$ cat src/rtl/capture_pkg.sv
// Shared constants and debounce state encoding for the sample capture front end.
package capture_pkg;

    localparam int unsigned SAMPLE_WIDTH            = 8;
    localparam int unsigned DEFAULT_DEBOUNCE_CYCLES = 1_000_000;
    localparam int unsigned DEFAULT_REPEAT_CYCLES   = 50_000_000;

    typedef enum logic [1:0] {
        StIdle,
        StPressWait,
        StPressed,
        StReleaseWait
    } debounce_state_e;

endpackage

$ cat src/rtl/button_debounce.sv
// Two-flop synchroniser plus debounce FSM for one active-high push-button.
// Emits a single-cycle press_pulse per accepted press; held is high while in PRESSED.
module button_debounce
    import capture_pkg::*;
#(
    parameter int unsigned DEBOUNCE_CYCLES = DEFAULT_DEBOUNCE_CYCLES
) (
    input  logic clk,
    input  logic reset,
    input  logic btn_raw,
    output logic press_pulse,
    output logic held
);

    localparam int unsigned CntW = $clog2(DEBOUNCE_CYCLES);
    localparam logic [CntW-1:0] CntMax = CntW'(DEBOUNCE_CYCLES - 1);

    logic [1:0]      sync_q;
    logic            btn_s;
    debounce_state_e state_q;
    logic [CntW-1:0] cnt_q;

    assign btn_s = sync_q[1];
    assign held  = (state_q == StPressed);

    always_ff @(posedge clk) begin
        if (reset) begin
            sync_q      <= 2'b00;
            state_q     <= StIdle;
            cnt_q       <= '0;
            press_pulse <= 1'b0;
        end else begin
            sync_q      <= {sync_q[0], btn_raw};
            press_pulse <= 1'b0;
            unique case (state_q)
                StIdle: begin
                    if (btn_s) begin
                        state_q <= StPressWait;
                        cnt_q   <= '0;
                    end
                end
                StPressWait: begin
                    if (!btn_s) begin
                        state_q <= StIdle;
                        cnt_q   <= '0;
                    end else if (cnt_q == CntMax) begin
                        state_q     <= StPressed;
                        cnt_q       <= '0;
                        press_pulse <= 1'b1;
                    end else begin
                        cnt_q <= cnt_q + 1'b1;
                    end
                end
                StPressed: begin
                    if (!btn_s) begin
                        state_q <= StReleaseWait;
                        cnt_q   <= '0;
                    end
                end
                StReleaseWait: begin
                    // Bounce back high resumes the existing press without a new pulse.
                    if (btn_s) begin
                        state_q <= StPressed;
                        cnt_q   <= '0;
                    end else if (cnt_q == CntMax) begin
                        state_q <= StIdle;
                        cnt_q   <= '0;
                    end else begin
                        cnt_q <= cnt_q + 1'b1;
                    end
                end
                default: begin
                    state_q <= StIdle;
                    cnt_q   <= '0;
                end
            endcase
        end
    end

endmodule

$ cat src/rtl/sample_capture.sv
// Board input front end: synchronises switches, debounces store/next buttons and
// emits one-cycle capture/advance strobes. Optional CAPTURE_AUTOREPEAT_EN repeats next.
module sample_capture
    import capture_pkg::*;
#(
    parameter int unsigned DEBOUNCE_CYCLES = DEFAULT_DEBOUNCE_CYCLES,
    parameter int unsigned REPEAT_CYCLES   = DEFAULT_REPEAT_CYCLES
) (
    input  logic                    clk,
    input  logic                    reset,
    input  logic [SAMPLE_WIDTH-1:0] sw_raw,
    input  logic                    btn_store_raw,
    input  logic                    btn_next_raw,
    output logic [SAMPLE_WIDTH-1:0] sample_in,
    output logic                    sample_in_valid,
    output logic                    next_sample
);

    logic [SAMPLE_WIDTH-1:0] sw_meta_q;
    logic [SAMPLE_WIDTH-1:0] sw_s_q;
    logic                    store_press;
    logic                    next_press;
    logic                    next_held;
    logic                    unused_store_held;
    logic                    repeat_pulse;

    always_ff @(posedge clk) begin
        if (reset) begin
            sw_meta_q <= '0;
            sw_s_q    <= '0;
        end else begin
            sw_meta_q <= sw_raw;
            sw_s_q    <= sw_meta_q;
        end
    end

    button_debounce #(
        .DEBOUNCE_CYCLES(DEBOUNCE_CYCLES)
    ) u_store_debounce (
        .clk        (clk),
        .reset      (reset),
        .btn_raw    (btn_store_raw),
        .press_pulse(store_press),
        .held       (unused_store_held)
    );

    button_debounce #(
        .DEBOUNCE_CYCLES(DEBOUNCE_CYCLES)
    ) u_next_debounce (
        .clk        (clk),
        .reset      (reset),
        .btn_raw    (btn_next_raw),
        .press_pulse(next_press),
        .held       (next_held)
    );

`ifdef CAPTURE_AUTOREPEAT_EN
    localparam int unsigned RepW = $clog2(REPEAT_CYCLES);
    localparam logic [RepW-1:0] RepMax = RepW'(REPEAT_CYCLES - 1);

    logic [RepW-1:0] rep_cnt_q;

    // Held off during the initial press pulse so the first repeat lands one full period later.
    always_ff @(posedge clk) begin
        if (reset || !next_held || next_press) begin
            rep_cnt_q <= '0;
        end else if (rep_cnt_q == RepMax) begin
            rep_cnt_q <= '0;
        end else begin
            rep_cnt_q <= rep_cnt_q + 1'b1;
        end
    end

    assign repeat_pulse = next_held && !next_press && (rep_cnt_q == RepMax);
`else
    logic unused_repeat_cfg;
    assign unused_repeat_cfg = ^{next_held, REPEAT_CYCLES};
    assign repeat_pulse      = 1'b0;
`endif

    // Store wins a collision; the losing next event is dropped, not deferred.
    always_ff @(posedge clk) begin
        if (reset) begin
            sample_in       <= '0;
            sample_in_valid <= 1'b0;
            next_sample     <= 1'b0;
        end else begin
            sample_in_valid <= store_press;
            next_sample     <= (next_press | repeat_pulse) & ~store_press;
            if (store_press) begin
                sample_in <= sw_s_q;
            end
        end
    end

endmodule

$ cat config.mk
export PLATFORM = sky130hd
export DESIGN_NAME = sample_capture
export DESIGN_NICKNAME = d
export VERILOG_FILES = /design/src/rtl/capture_pkg.sv /design/src/rtl/button_debounce.sv /design/src/rtl/sample_capture.sv
export SDC_FILE = /design/constraint.sdc
export NUM_CORES = 1
export LEC_CHECK = 0
export ABC_AREA = 1
export BUFFER_PORTS_ARGS = -buffer_cell sky130_fd_sc_hd__buf_2
export CAP_MARGIN = 15
export CELL_PAD_IN_SITES_DETAIL_PLACEMENT = 0
export CELL_PAD_IN_SITES_GLOBAL_PLACEMENT = 1
export CORE_ASPECT_RATIO = 0.7
export CORE_MARGIN = 2
export CORE_UTILIZATION = 30
export DETAILED_ROUTE_END_ITERATION = 8
export PLACE_DENSITY = 0.67
export SLEW_MARGIN = 20
export SYNTH_ARGS = -nofsm -noshare
export SYNTH_HDL_FRONTEND = slang
export SYNTH_SLANG_ARGS = --single-unit
export TNS_END_PERCENT = 20
$ cat constraint.sdc
create_clock -name clk -period 3.3 [get_ports clk]
set_input_delay 0.495 -clock clk [delete_from_list [all_inputs] [get_ports clk]]
set_output_delay 0.495 -clock clk [all_outputs]
set_load 0.05 [all_outputs]
Word level (Yosys, flattened, before mapping). Index checks and enable logic that the tools add are counted.

Flip-flop bits (word level): 76. Bits of input ports: 12. Logic and storage cells: 73. Output and inout port bits: 10.

Mux-type cells: 28. Bitwise gates (word level): 6. Equality and inequality tests: 16. Add/sub/neg operators: 2. Reductions and logical operators: 8.

Operator list (number): 20-bit 2-to-1 mux (10); 20-bit one-hot mux with 4 select lines (2); 20-bit by 1-bit adder with 20-bit output (second input constant) (2); 20-bit equality test (second input constant) (2); 2-bit 2-to-1 mux (12); 2-bit one-hot mux with 4 select lines (2); 2-bit equality test (second input constant) (4); 4-bit AND reduction (2); 3-bit by 1-bit inequality test with 1-bit output (second input constant) (2); 3-bit inequality test (second input constant) (2); 3-bit OR reduction (2); 1-bit inverter (5); 2-bit by 1-bit equality test with 1-bit output (second input constant) (2); 2-bit logical NOT (2); 2-bit by 1-bit inequality test with 1-bit output (second input constant) (2); 2-bit inequality test (second input constant) (2); 2-bit AND reduction (2); 1-bit 2-to-1 mux (2); 1-bit bitwise AND (1).

Longest topological paths before layout. Gate-level depths: netlist of run 1.

Depth after elaboration: 4. Gate-level depth with buffers: 11. Gate-level depth less buffers: 11.

Hierarchy. Synthesis of run 1 repeated with hierarchy kept, for this count alone.

Cell total of the unflattened synthesis: 556. Area, all modules: 3739.8 um^2.

Modules (own cells, without submodules): button_debounce (u_next_debounce) (cells each 234, times used 1, sequential area each 500.5 um^2, area each 1486.4 um^2); button_debounce (u_store_debounce) (cells each 231, times used 1, sequential area each 500.5 um^2, area each 1452.6 um^2); sample_capture (cells each 91, times used 1, sequential area each 520.5 um^2, area each 800.8 um^2).

Least setup slack after synthesis of run 1. Ideal clock, no wire load.

Kind: register to register. From: reg u_store_debounce.cnt_q[1]. To: reg u_store_debounce.cnt_q[9]. Setup time: 0.132 ns. Buffers on the path: 1. Setup slack: 1.871 ns. Required time: 3.168 ns. Cell stages (with the launch flop): 10. Arrival time: 1.297 ns. Period minus slack after synthesis: 1.429 ns. Cells stage by stage: dfxtp_1 ha_1 nand2_1 nor3_2 nand3_2 nand2_2 inv_2 buf_6 nand3_1 a21oi_1.

Cells in the longest elaborated chain, start to end: 4. Elaborated cells on any way between the ends: 6. Those cells by class: 1 x add/sub; 1 x eq/ne; 4 x mux.

RTL lines: from (decl) (line button_debounce.sv:21) `logic [CntW-1:0] cnt_q;`; from (signal assigned) (line button_debounce.sv:51) `cnt_q <= cnt_q + 1'b1;`; from (signal assigned) (line button_debounce.sv:69) `cnt_q <= cnt_q + 1'b1;`; 20-bit by 1-bit adder with 20-bit output / 20-bit equality test (equally long branches); 20-bit 2-to-1 mux (*) (line button_debounce.sv:46, button_debounce.sv:65); 20-bit 2-to-1 mux (on tied branches) (line button_debounce.sv:62, button_debounce.sv:43); 20-bit one-hot mux with 4 select lines (*) (line button_debounce.sv:35) `unique case (state_q)`.

Mark *: on every way between the ends. The rest lies on a longest branch, timed or not. A chain may end at the register's enable or synchronous reset.

Final worst setup path of run 1.
From: reg u_store_debounce.cnt_q[1]. To: reg u_store_debounce.cnt_q[12].

The elaborated chain is that of the path after synthesis.

==> qor.json, run 1 <==
{
  "outcome": "complete, no violations",
  "place.port_buffers": 21,
  "netlist_instances": 540,
  "fin_setup_tns_ps": 0,
  "cts.hold.buffers_added": 0,
  "synth.yosys.seq_area_share_pct": 42.18,
  "synthesized_netlist_net_count": 554,
  "crit_path_depth": 7,
  "finalHoldWorstSlack_ps": 349.8,
  "ys_ff_latch": 76,
  "synthMostInstantiatedCell": "nand2_1",
  "dr.first_iter.drc_count": 190,
  "sequential_cell_area_sq_um": 1521,
  "gr-usage-met2_pct": 21.87,
  "drv_cap": 0,
  "clock_insertion_delay_worst_skew_ps": 340,
  "synth-async-reset-ratio_pct": 0,
  "worstHoldPathType": "input pin to flop",
  "post-synth-top-area-cell": "dfxtp_1",
  "cp_slowest_stage_delay_ps": 360,
  "timing.final.setup_violations": 0,
  "synth.avg_cell_area_sq_um": 6.680,
  "clkSlewWorstSetupHoldPaths_ps": 70,
  "critical_path_startpoint_category": "flop",
  "timing.max_slew.rel_slack_pct": 44.25,
  "crit_family": "simple AND/OR/NAND/NOR gates",
  "first_pass_grt_wire_length_um": 14840,
  "tightestPinTransition_ps": 835.3,
  "final_worst_setup_slack_ps": 1600,
  "reg2regPathDepth": 7,
  "synth_flop_cell": "dfxtp_1",
  "post-route-cell-area_sq_um": 4164,
  "crit_fanout": 5,
  "clock.fmax_ghz": 0.5882,
  "grt_start_max_net_pins": 43,
  "pins_over_slew_limit": 0,
  "clock-root-buffer": "clkbuf_16",
  "clock_tree_sinks": 76,
  "critical-path-top-cell-by-count": "nand2_1",
  "number_of_antenna_violations_at_the_first_check_in_global_routing": 0,
  "rows": 33,
  "gp_routability_congestion": 0.8267,
  "initial_utilization_pct": 30.76,
  "groute.layer.met1.usage_pct": 20.69,
  "floorplan.die.width_um": 135.1,
  "max_buffers_root_to_sink": 2,
  "whs_path_depth": 3,
  "crit_path_top_delay_cell": "dfxtp_1",
  "finish.net_count": 575,
  "leading_post_synthesis_cells_by_instance_count": "nand2_1 (143), nor2_1 (89), dfxtp_1 (76)",
  "remaining_drc_errors": 0,
  "min_period_over_period_pct": 51.52,
  "synthDominantCellAreaShare_pct": 42.18,
  "post-cts-setup-buffers": 0,
  "routed_via_density": 4.466,
  "timing.critical_path.arrival_ps": 1970,
  "globalRoute.totalOverflow": 0,
  "filler_cell_count": 1306,
  "path_buf_inv": 0,
  "wl_um": 8470,
  "post_synth_main_area_contributors": "dfxtp_1 (42%), nand2_1 (15%), nor2_1 (9.3%)",
  "grtUsageMet3_pct": 4.107,
  "synth.distinct_cells": 32,
  "synthesis.area_sq_um": 3607,
  "synth_edf_count": 0,
  "yosys_warnings": 0,
  "post_cts_resized": 0,
  "top_usage_layer": "met2",
  "irDropWorstVdd_uv": 301.7,
  "finalHoldViolations": 0,
  "power_per_cell_area_nw_per_um2": 516.0,
  "finClkSkew_ps": 8.654,
  "io_pins": 22,
  "worstSetupEndpointType": "flop",
  "route.vias.total": 3229,
  "fin_crit_ps": 1700,
  "chipHeight_um": 95.75,
  "timing.critical_path.required_ps": 3570,
  "grt_use_total_pct": 14.69,
  "dieArea_sq_um": 12930,
  "tritoncts_clock_tree": "built",
  "tritoncts.num_buffers": 9,
  "crit_chain": "ha_1 > nand2_1 > nor2_1 > nand2_1 > nor3_1 > o21ai_0 > a21oi_1",
  "grt_pass1_vias": 3035,
  "layout-drive-gt1-share_pct": 11.66,
  "drt-pass1-iter-count": 5,
  "dp_hpwl_um": 5849,
  "wire_per_inst_um": 11.72,
  "antenna_left": 0,
  "timing_worst_setup_path_type": "flop to flop",
  "areaGrowthSynthToFinish_pct": 15.44,
  "antenna_cells_inserted": 0,
  "grt_setup_unrepaired": "no",
  "cts_max_level": 3,
  "footprint_of_the_multi_input_gates_sq_um": 1713,
  "place_ws_ps": 1528,
  "placed_area_sq_um": 3851,
  "core_sq_um": 11730,
  "power.leakage_nw": 1.690
}
## worst min-delay path, cell delays in order
cell    delay (ps)
buf_2           70
inv_1           30
nor2_1          60
## stage by stage
| step | power [mW] | std cells | util, % |
|---|---|---|---|
| 2_1_floorplan | 1.085 | 540 | - |
| 3_3_place_gp | 1.125 | 707 | 32.84 |
| 3_5_place_dp | 1.127 | 707 | 32.84 |
| 4_1_cts | 2.189 | 723 | 35.51 |
| 5_1_grt | 2.252 | 723 | 35.51 |
| 6_report | 2.149 | 723 | 35.51 |
## flip-flops by register name, indices dropped and copies added (netlist names), named ones only
name and flops:
next_sample 1, sample_in 8, sample_in_valid 1, sw_meta_q 8, sw_s_q 8, u_next_debounce.cnt_q 20
u_next_debounce.press_pulse 1, u_next_debounce.state_q 1, u_next_debounce.sync_q 2, u_store_debounce.cnt_q 20, u_store_debounce.press_pulse 1, u_store_debounce.state_q 1
u_store_debounce.sync_q 2
## layer usage
layer	wire, um	share of wire (%)
met5	0	0
met4	93	1.1
met3	484	5.7
met2	3401	40
met1	4491	53
## where the power goes
part	switching, mW	internal, mW	leakage (nW)
Combinational	0.117	0.0397	0.918
Clock	0.438	0.606	0.155
Sequential	0.00926	0.938	0.617
## cells in the final DEF, fill, tap and decap left out, drive strengths merged
cell | netlist | routed
a21o | 1 | 1
nor4 | 2 | 2
a31oi | 1 | 1
clkbuf | 6 | 9
a21oi | 33 | 33
o21ai | 15 | 15
bufinv | 0 | 1
inv | 77 | 82
dfxtp | 76 | 76
nand2 | 150 | 150
clkinv | 1 | 2
nand3 | 47 | 47
o21bai | 1 | 1
o22ai | 1 | 1
nor2 | 96 | 96
buf | 8 | 24
nand3b | 2 | 2
nand4 | 7 | 7
ha | 2 | 2
xor2 | 4 | 4
nor3 | 9 | 9
or2 | 1 | 1
## cell type report
class                   instances  area share, %
inverters                      78          7.031
clock inverters                 7          2.103
flip-flops and latches         76          36.54
well taps                     157          4.718
multi-input cells             372          41.14
clock buffers                   9          5.409
repair buffers                 24          3.065
## logic make-up (layout without fill, tap and decap cells)
| group | after synthesis | after routing | share of synthesized area (%) |
|---|---|---|---|
| AOI/OAI and AO/OA | 52 | 52 | 7.735 |
| xor gates and xnor gates | 4 | 4 | 0.9711 |
| adders and majority gates | 2 | 2 | 0.6936 |
| buffers and inverters | 92 | 118 | 10.34 |
| DFF | 76 | 76 | 42.18 |
| and+or+nand+nor | 314 | 314 | 38.09 |
## path summary, 6_finish.rpt
kind,startpoint,slack [ps],endpoint
setup / recovery,u_store_debounce.cnt_q[1],1600,u_store_debounce.cnt_q[12]
hold / removal,sw_raw[0],350,sw_meta_q[0]
setup reg to reg,u_store_debounce.cnt_q[1],1600,u_store_debounce.cnt_q[12]
hold reg to reg,sw_meta_q[2],400,sw_s_q[2]
(Power assumes the default switching activity.)
==> run 2, diff against run 1 <==
--- a/config.mk
+++ b/config.mk
@@ -14,7 +14,7 @@
 export CORE_MARGIN = 2
 export CORE_UTILIZATION = 30
 export DETAILED_ROUTE_END_ITERATION = 8
-export PLACE_DENSITY = 0.67
+export PLACE_DENSITY = 0.69
 export SLEW_MARGIN = 20
 export SYNTH_ARGS = -nofsm -noshare
 export SYNTH_HDL_FRONTEND = slang
==> constraint.sdc (replaced) <==
create_clock -name clk -period 1.4 [get_ports clk]
set_input_delay 0.21 -clock clk [delete_from_list [all_inputs] [get_ports clk]]
set_output_delay 0.21 -clock clk [all_outputs]
set_load 0.05 [all_outputs]
==> run 2 against run 1 <==
  * Register-to-register slack worse by 1700 ps
  * Largest cell class unchanged
  * Clock skew shrank 1.7 ps
  * Non-clock buffer count is 72 higher
  * The run now ends with negative setup slack left
  * Highest routed layer unchanged
==> qor.json, run 2 (synthesized netlist as in run 1, its figures left out) <==
{
  "number_of_antenna_violations_at_the_first_check_in_global_routing": {"value": 0, "change": "unchanged"},
  "drv_cap": {"value": 0, "change": "unchanged"},
  "post-route-util": {"value": 42.39, "unit": "%", "change": "+6.9 points"},
  "tightestPinTransition": {"value": 631.5, "unit": "ps", "change": "-203.8 ps"},
  "floorplan.die.width": {"value": 135.1, "unit": "um", "change": "unchanged"},
  "critical_path_startpoint_category": "flop",
  "antenna_cells_inserted": {"value": 0, "change": "unchanged"},
  "remaining_drc_errors": {"value": 0, "change": "unchanged"},
  "clock_insertion_delay_worst_skew": {"value": 340, "unit": "ps", "change": "about the same"},
  "cp_slowest_stage_delay": {"value": 350, "unit": "ps", "change": "about the same"},
  "final_common_cell": "nand2_1",
  "wl": {"value": 9567, "unit": "um", "change": "+13%"},
  "reg2regPathDepth": {"value": 9, "change": "+2"},
  "dp_hpwl": {"value": 6529, "unit": "um", "change": "+12%"},
  "fin_crit": {"value": 1470, "unit": "ps", "change": "-229.9 ps"},
  "layout_common_cells": "nand2_1 (133), nor2_1 (78), inv_1 (72)",
  "clock_tree_sinks": {"value": 76, "change": "unchanged"},
  "cts_max_level": {"value": 3, "change": "unchanged"},
  "timing.critical_path.required": {"value": 1640, "unit": "ps", "change": "-1930 ps"},
  "filler_cell_count": {"value": 1222, "change": "-6.4%"},
  "timing.hold.worst_endpoint": "sw_meta_q[6]",
  "clock-root-buffer": "clkbuf_16",
  "dieArea": {"value": 12930, "unit": "sq um", "change": "unchanged"},
  "finClkSkew": {"value": 6.933, "unit": "ps", "change": "-1.721 ps"},
  "areaGrowthSynthToFinish_pct": 37.81,
  "place.port_buffers": {"value": 21, "change": "unchanged"},
  "violations_in_the_final_reports": "negative setup slack",
  "grt_use_total": {"value": 15.52, "unit": "%", "change": "+0.83 points"},
  "crit_chain": "ha_4 > nand2_4 > nor3_4 > nand3_4 > nand2_4 > buf_6 > nor2_1 > nand2_1 > a21oi_2",
  "finalHoldWorstSlack": {"value": 68.71, "unit": "ps", "change": "-281.1 ps"},
  "routed_via_density": {"value": 4.399, "change": "-1.5%"},
  "reg.largest.list": "u_next_debounce.cnt_q: 20 flops, u_store_debounce.cnt_q: 20 flops",
  "antenna_left": {"value": 0, "change": "unchanged"},
  "initial_utilization": {"value": 30.76, "unit": "%", "change": "unchanged"},
  "irDropWorstVdd": {"value": 773.4, "unit": "uV", "change": "+160%"},
  "gp_routability_congestion": {"value": 0.8331, "change": "+0.77%"},
  "wire_per_inst": {"value": 12.03, "unit": "um", "change": "+2.7%"},
  "globalRoute.totalOverflow": {"value": 0, "change": "unchanged"},
  "first_pass_grt_wire_length": {"value": 15730, "unit": "um", "change": "+6.0%"},
  "rows": {"value": 33, "change": "unchanged"},
  "tritoncts_clock_tree": "built",
  "hold_path.startpoint": "sw_raw[6]",
  "timing_worst_setup_path_type": "flop to flop",
  "whs_path_depth": {"value": 3, "change": "unchanged"},
  "tritoncts.num_buffers": {"value": 9, "change": "unchanged"},
  "core": {"value": 11730, "unit": "sq um", "change": "unchanged"},
  "worst_case_register_to_register_setup_slack": {"value": -70, "unit": "ps", "change": "-1670 ps"},
  "layout-drive-gt1-share": {"value": 29.00, "unit": "%", "change": "+17 points"},
  "power_per_cell_area": {"value": 1040, "unit": "nW/um^2", "change": "+100%"},
  "place_ws": {"value": -176.9, "unit": "ps", "change": "-1705 ps"},
  "clock.fmax": {"value": 0.6802, "unit": "GHz", "change": "+16%"},
  "chipHeight": {"value": 95.75, "unit": "um", "change": "unchanged"},
  "crit_fanout": {"value": 5, "change": "unchanged"},
  "crit_path_top_delay_cell": "dfxtp_2",
  "capture_point_of_the_worst_reg_to_reg_path": "u_store_debounce.cnt_q[15]",
  "drt-pass1-iter-count": {"value": 5, "change": "unchanged"},
  "grt_pass1_vias": {"value": 3215, "change": "+5.9%"},
  "worstHoldPathType": "input pin to flop",
  "timing.max_slew.rel_slack": {"value": 57.74, "unit": "%", "change": "+13 points"},
  "fin_setup_tns": {"value": -584.1, "unit": "ps", "change": "-584.1 ps"},
  "pins_over_slew_limit": {"value": 0, "change": "unchanged"},
  "timing.final.setup_violations": {"value": 22, "change": "+22"},
  "grt_start_max_net_pins": {"value": 35, "change": "-19%"},
  "dr.first_iter.drc_count": {"value": 172, "change": "-9.5%"},
  "final_worst_setup_slack": {"value": -70.14, "unit": "ps", "change": "-1670 ps"},
  "finish.net_count": {"value": 647, "change": "+13%"},
  "max_buffers_root_to_sink": {"value": 2, "change": "unchanged"},
  "worstSetupEndpointType": "flop",
  "clkSlewWorstSetupHoldPaths": {"value": 70, "unit": "ps", "change": "about the same"},
  "route.vias.total": {"value": 3497, "change": "+8.3%"},
  "finalHoldViolations": {"value": 0, "change": "unchanged"},
  "post-layout-total-power": {"value": 5.171, "unit": "mW", "change": "+140%"},
  "cts.hold.buffers_added": {"value": 0, "change": "unchanged"},
  "grt_setup_unrepaired": "yes",
  "critical-path-top-cell-by-count": "nand2_4",
  "outcome": "finished with violations",
  "min_period_over_period": {"value": 105.0, "unit": "%", "change": "+53 points"},
  "r2r_start": "u_store_debounce.cnt_q[1]",
  "power.leakage": {"value": 2.168, "unit": "nW", "change": "+28%"},
  "timing.critical_path.arrival": {"value": 1710, "unit": "ps", "change": "-260 ps"},
  "io_pins": {"value": 22, "change": "unchanged"}
}
==> run 2: changes by cell type in the layout (fill, tap and decap cells not counted), sizes merged <==
cell,previous run,this run
buf,24,96
inv,82,83
clkinv,2,1
==> run 2: stage by stage <==
step	area, sq um	std cells
floorplan	3631	540
global placement	4343	766
detailed placement	4343	766
CTS	4796	789
global route	4971	795
finish	4971	795
==> run 2: what timing repair did <==
item                                    4_1_cts  5_1_grt
gates cloned                                  0        0
buffers inserted                              7        6
gates resized for setup                      25       40
endpoints found under the setup margin       40       45
pin swaps                                    10       20
==> run 2: worst max-delay path: cells and delay by family (launching register included) <==
kind	cells	cell delay [ps]
simple gates	6	690
flops	1	350
fa+ha+maj	1	150
buf+inv	1	130
compound gates	1	50
==> run 2: how the worst max path moves through the flow <==
stage | from | to | slack, ps | cells after the start
after global placement | u_store_debounce.cnt_q[1] | u_store_debounce.cnt_q[8] | -190 | 8
after floorplan | u_next_debounce.cnt_q[0] | u_next_debounce.cnt_q[9] | -6 | 10
after detailed placement | u_store_debounce.cnt_q[1] | u_store_debounce.cnt_q[8] | -180 | 8
final | u_store_debounce.cnt_q[1] | u_store_debounce.cnt_q[15] | -70 | 9
after CTS | u_store_debounce.cnt_q[1] | u_store_debounce.cnt_q[10] | -60 | 9
after global routing | u_next_debounce.cnt_q[4] | flop | -160 | 12
==> run 2: report_power, final <==
| part | internal, mW | total [mW] | switching [mW] |
|---|---|---|---|
| clock | 1.43 | 2.47 | 1.05 |
| sequential | 2.21 | 2.24 | 0.0248 |
| combinational | 0.150 | 0.460 | 0.310 |
| total | 3.79 | 5.17 | 1.38 |
==> run 2: cell type report <==
class | count | area (sq um) | share of cell area (%)
Clock buffer | 9 | 225.2 | 4.531
Clock inverter | 7 | 85.08 | 1.712
Tap cell | 157 | 196.4 | 3.952
Timing Repair Buffer | 96 | 700.7 | 14.10
Multi-Input combinational cell | 372 | 1932 | 38.86
Sequential cell | 76 | 1534 | 30.86
Inverter | 78 | 297.8 | 5.990
==> run 2: per-layer routing <==
metal	global-route usage, %	vias up	share of wire (%)
met5	0	-	0
met3	3.633	7	4.6
met2	22.34	71	40
met4	4.167	0	0.90
li1	-	1871	-
met1	23.08	1548	54
==> run 3, diff against run 2 <==
--- a/config.mk
+++ b/config.mk
@@ -7,7 +7,7 @@
 export LEC_CHECK = 0
 export ABC_AREA = 1
 export BUFFER_PORTS_ARGS = -buffer_cell sky130_fd_sc_hd__buf_2
-export CAP_MARGIN = 15
+export CAP_MARGIN = 20
 export CELL_PAD_IN_SITES_DETAIL_PLACEMENT = 0
 export CELL_PAD_IN_SITES_GLOBAL_PLACEMENT = 1
 export CORE_ASPECT_RATIO = 0.7
@@ -15,6 +15,7 @@
 export CORE_UTILIZATION = 30
 export DETAILED_ROUTE_END_ITERATION = 8
 export PLACE_DENSITY = 0.69
+export SKIP_LAST_GASP = 1
 export SLEW_MARGIN = 20
 export SYNTH_ARGS = -nofsm -noshare
 export SYNTH_HDL_FRONTEND = slang
==> run 3 against run 2 <==
  * The run still ends with negative setup slack left
  * First-iteration DRC count rose by 5.2%
  * Sequential power barely moved
  * Design area fell by 0.28%
  * Final cell count fell by 0.13%
  * Critical path depth did not move
==> qor.json, run 3 (synthesized netlist as in run 1, its figures left out) <==
{
  "groute.layer.met1.usage": {"value": 22.99, "unit": "%", "change": "-0.097 points"},
  "place.port_buffers": {"value": 21, "change": "unchanged"},
  "core": {"value": 11730, "unit": "sq um", "change": "unchanged"},
  "gp_routability_congestion": {"value": 0.8331, "change": "unchanged"},
  "grt_use_total": {"value": 15.49, "unit": "%", "change": "-0.034 points"},
  "reg.largest.list": "u_next_debounce.cnt_q: 20 flops, u_store_debounce.cnt_q: 20 flops",
  "chipHeight": {"value": 95.75, "unit": "um", "change": "unchanged"},
  "power_switching": {"value": 1.373, "unit": "mW", "change": "-0.51%"},
  "hold_path.startpoint": "sw_raw[6]",
  "dp_hpwl": {"value": 6529, "unit": "um", "change": "unchanged"},
  "cts.hold.buffers_added": {"value": 0, "change": "unchanged"},
  "crit_path_depth": {"value": 9, "change": "unchanged"},
  "route.vias.total": {"value": 3493, "change": "-0.11%"},
  "power_report.internal_total": {"value": 3.792, "unit": "mW", "change": "about the same"},
  "dpl.cell_count": {"value": 766, "change": "unchanged"},
  "grt_pass1_vias": {"value": 3211, "change": "-0.12%"},
  "finClkSkew": {"value": 5.692, "unit": "ps", "change": "-1.241 ps"},
  "max_buffers_root_to_sink": {"value": 2, "change": "unchanged"},
  "reg2regPathDepth": {"value": 9, "change": "unchanged"},
  "wire_per_inst": {"value": 11.98, "unit": "um", "change": "-0.42%"},
  "tightestPinTransition": {"value": 625.1, "unit": "ps", "change": "-6.450 ps"},
  "tritoncts_clock_tree": "built",
  "routed_via_density": {"value": 4.399, "change": "about the same"},
  "timing_worst_setup_path_type": "flop to flop",
  "drv_cap": {"value": 0, "change": "unchanged"},
  "clock.fmax": {"value": 0.6811, "unit": "GHz", "change": "+0.13%"},
  "power_per_cell_area": {"value": 1042, "unit": "nW/um^2", "change": "+0.17%"},
  "initial_utilization": {"value": 30.76, "unit": "%", "change": "unchanged"},
  "dieArea": {"value": 12930, "unit": "sq um", "change": "unchanged"},
  "globalRoute.totalOverflow": {"value": 0, "change": "unchanged"},
  "fin_setup_tns": {"value": -929.2, "unit": "ps", "change": "-345.1 ps"},
  "layout-drive-gt1-share": {"value": 27.63, "unit": "%", "change": "-1.4 points"},
  "place_ws": {"value": -176.9, "unit": "ps", "change": "unchanged"},
  "clock_insertion_delay_worst_skew": {"value": 340, "unit": "ps", "change": "about the same"},
  "worstSetupEndpointType": "flop",
  "pins_over_slew_limit": {"value": 0, "change": "unchanged"},
  "worst_setup_path_startpoint": "u_store_debounce.cnt_q[1]",
  "grt_setup_unrepaired": "yes",
  "crit_chain": "ha_4 > nand2_4 > nor3_4 > nand3_4 > nand2_4 > buf_6 > nor2_1 > nand2_1 > a21oi_1",
  "finish.net_count": {"value": 646, "change": "-0.15%"},
  "drt-pass1-iter-count": {"value": 4, "change": "-1"},
  "floorplan.die.width": {"value": 135.1, "unit": "um", "change": "unchanged"},
  "timing.max_slew.rel_slack": {"value": 58.18, "unit": "%", "change": "+0.43 points"},
  "timing.final.setup_violations": {"value": 36, "change": "+64%"},
  "power.leakage": {"value": 2.169, "unit": "nW", "change": "about the same"},
  "grtUsageMet3": {"value": 3.633, "unit": "%", "change": "unchanged"},
  "critical-path-top-cell-by-count": "nand2_4",
  "finalHoldViolations": {"value": 0, "change": "unchanged"},
  "number_of_antenna_violations_at_the_first_check_in_global_routing": {"value": 0, "change": "unchanged"},
  "p_clk_share": {"value": 47.8, "unit": "%", "change": "about the same"},
  "whs_path_depth": {"value": 3, "change": "unchanged"},
  "sw_ratio": {"value": 26.58, "unit": "%", "change": "-0.11 points"},
  "share_of_power_burned_in_combinational_logic": {"value": 8.8, "unit": "%", "change": "about the same"},
  "fin_cells": {"value": 794, "change": "-0.13%"},
  "final_worst_setup_slack": {"value": -68.17, "unit": "ps", "change": "+1.966 ps"},
  "cp_slowest_stage_delay": {"value": 350, "unit": "ps", "change": "about the same"},
  "layout_common_cells": "nand2_1 (134), nor2_1 (78), inv_1 (73)",
  "areaGrowthSynthToFinish_pct": 37.43,
  "timing.hold.worst_endpoint": "sw_meta_q[6]",
  "path_buf_inv": {"value": 1, "change": "unchanged"},
  "share_seq_of_total_power": {"value": 43.4, "unit": "%", "change": "about the same"},
  "first_pass_grt_wire_length": {"value": 15690, "unit": "um", "change": "-0.27%"},
  "r2r_start": "u_store_debounce.cnt_q[1]",
  "clkSlewWorstSetupHoldPaths": {"value": 70, "unit": "ps", "change": "about the same"},
  "critical_path_startpoint_category": "flop",
  "fin_crit": {"value": 1468, "unit": "ps", "change": "-1.966 ps"},
  "rows": {"value": 33, "change": "unchanged"},
  "final_common_cell": "nand2_1",
  "tritoncts.num_buffers": {"value": 9, "change": "unchanged"},
  "clock-root-buffer": "clkbuf_16",
  "crit_path_top_delay_cell": "dfxtp_2",
  "antenna_left": {"value": 0, "change": "unchanged"},
  "remaining_drc_errors": {"value": 0, "change": "unchanged"},
  "outcome": "finished with violations",
  "timing.critical_path.arrival": {"value": 1700, "unit": "ps", "change": "about the same"},
  "cts_max_level": {"value": 3, "change": "unchanged"},
  "crit_family": "simple AND/OR/NAND/NOR gates",
  "wl": {"value": 9515, "unit": "um", "change": "-0.54%"},
  "clock_tree_sinks": {"value": 76, "change": "unchanged"},
  "min_period_over_period": {"value": 104.9, "unit": "%", "change": "-0.14 points"},
  "top_usage_layer": "met1",
  "worst_case_register_to_register_setup_slack": {"value": -70, "unit": "ps", "change": "about the same"},
  "timing.critical_path.required": {"value": 1640, "unit": "ps", "change": "about the same"},
  "filler_cell_count": {"value": 1218, "change": "-0.33%"},
  "capture_point_of_the_worst_reg_to_reg_path": "u_store_debounce.cnt_q[15]",
  "crit_fanout": {"value": 5, "change": "unchanged"},
  "antenna_cells_inserted": {"value": 0, "change": "unchanged"},
  "grt_start_max_net_pins": {"value": 35, "change": "unchanged"},
  "dr.first_iter.drc_count": {"value": 181, "change": "+5.2%"},
  "io_pins": {"value": 22, "change": "unchanged"},
  "violations_in_the_final_reports": "negative setup slack",
  "irDropWorstVdd": {"value": 773.8, "unit": "uV", "change": "about the same"},
  "gr-usage-met2": {"value": 22.34, "unit": "%", "change": "unchanged"},
  "worstHoldPathType": "input pin to flop"
}
run 3: final cells by class:
type	count	area, sq um	share of cell area, %
Clock inverter	7	85.08	1.716
Inverter	78	295.3	5.957
Tap cell	157	196.4	3.963
Sequential cell	76	1531	30.89
Multi-Input combinational cell	372	1923	38.79
Clock buffer	9	225.2	4.543
Timing Repair Buffer	95	700.7	14.13
run 3: how the worst max path moves through the flow:
stage and end:
4_1_cts u_next_debounce.cnt_q[17], 3_5_place_dp u_store_debounce.cnt_q[8], 5_1_grt u_store_debounce.cnt_q[15], 3_3_place_gp u_store_debounce.cnt_q[8], 2_1_floorplan u_next_debounce.cnt_q[9], 6_report u_store_debounce.cnt_q[15]
run 3: worst min-delay path, cell delays in order:
cell and delay, ps:
buf_2 70, inv_1 30, nor2_1 60
run 3: repair_timing:
item | in CTS | in global routing
setup endpoints to repair | 40 | 45
setup buffers | 7 | 5
pin swaps | 10 | 17
resized for setup | 17 | 41
run 3: power by group through the flow:
stage                     Clock (mW)  Combinational (mW)  Sequential [mW]
after detailed placement           0               0.419             2.28
after global placement             0               0.416             2.28
final                           2.47               0.456             2.24
after global routing            2.64               0.510             2.24
after CTS                       2.54               0.448             2.24
after floorplan                    0               0.279             2.28
run 3: per-stage QoR:
| step | hold slack [ps] | area [sq um] | power (mW) | utilization, % |
|---|---|---|---|---|
| finish | 68.17 | 4957 | 5.165 | 42.27 |
| global route | 70.59 | 4957 | 5.395 | 42.27 |
| CTS | 54.40 | 4766 | 5.227 | 40.64 |
| detailed placement | 394.9 | 4343 | 2.704 | 37.04 |
| global placement | 390.8 | 4343 | 2.699 | 37.04 |
| floorplan | 317.0 | 3631 | 2.558 | - |
run 3: per-layer routing:
| layer | wire [um] | share of wire [%] |
|---|---|---|
| met1 | 5102 | 54 |
| met4 | 86 | 0.90 |
| met3 | 507 | 5.3 |
| met2 | 3819 | 40 |
| met5 | 0 | 0 |
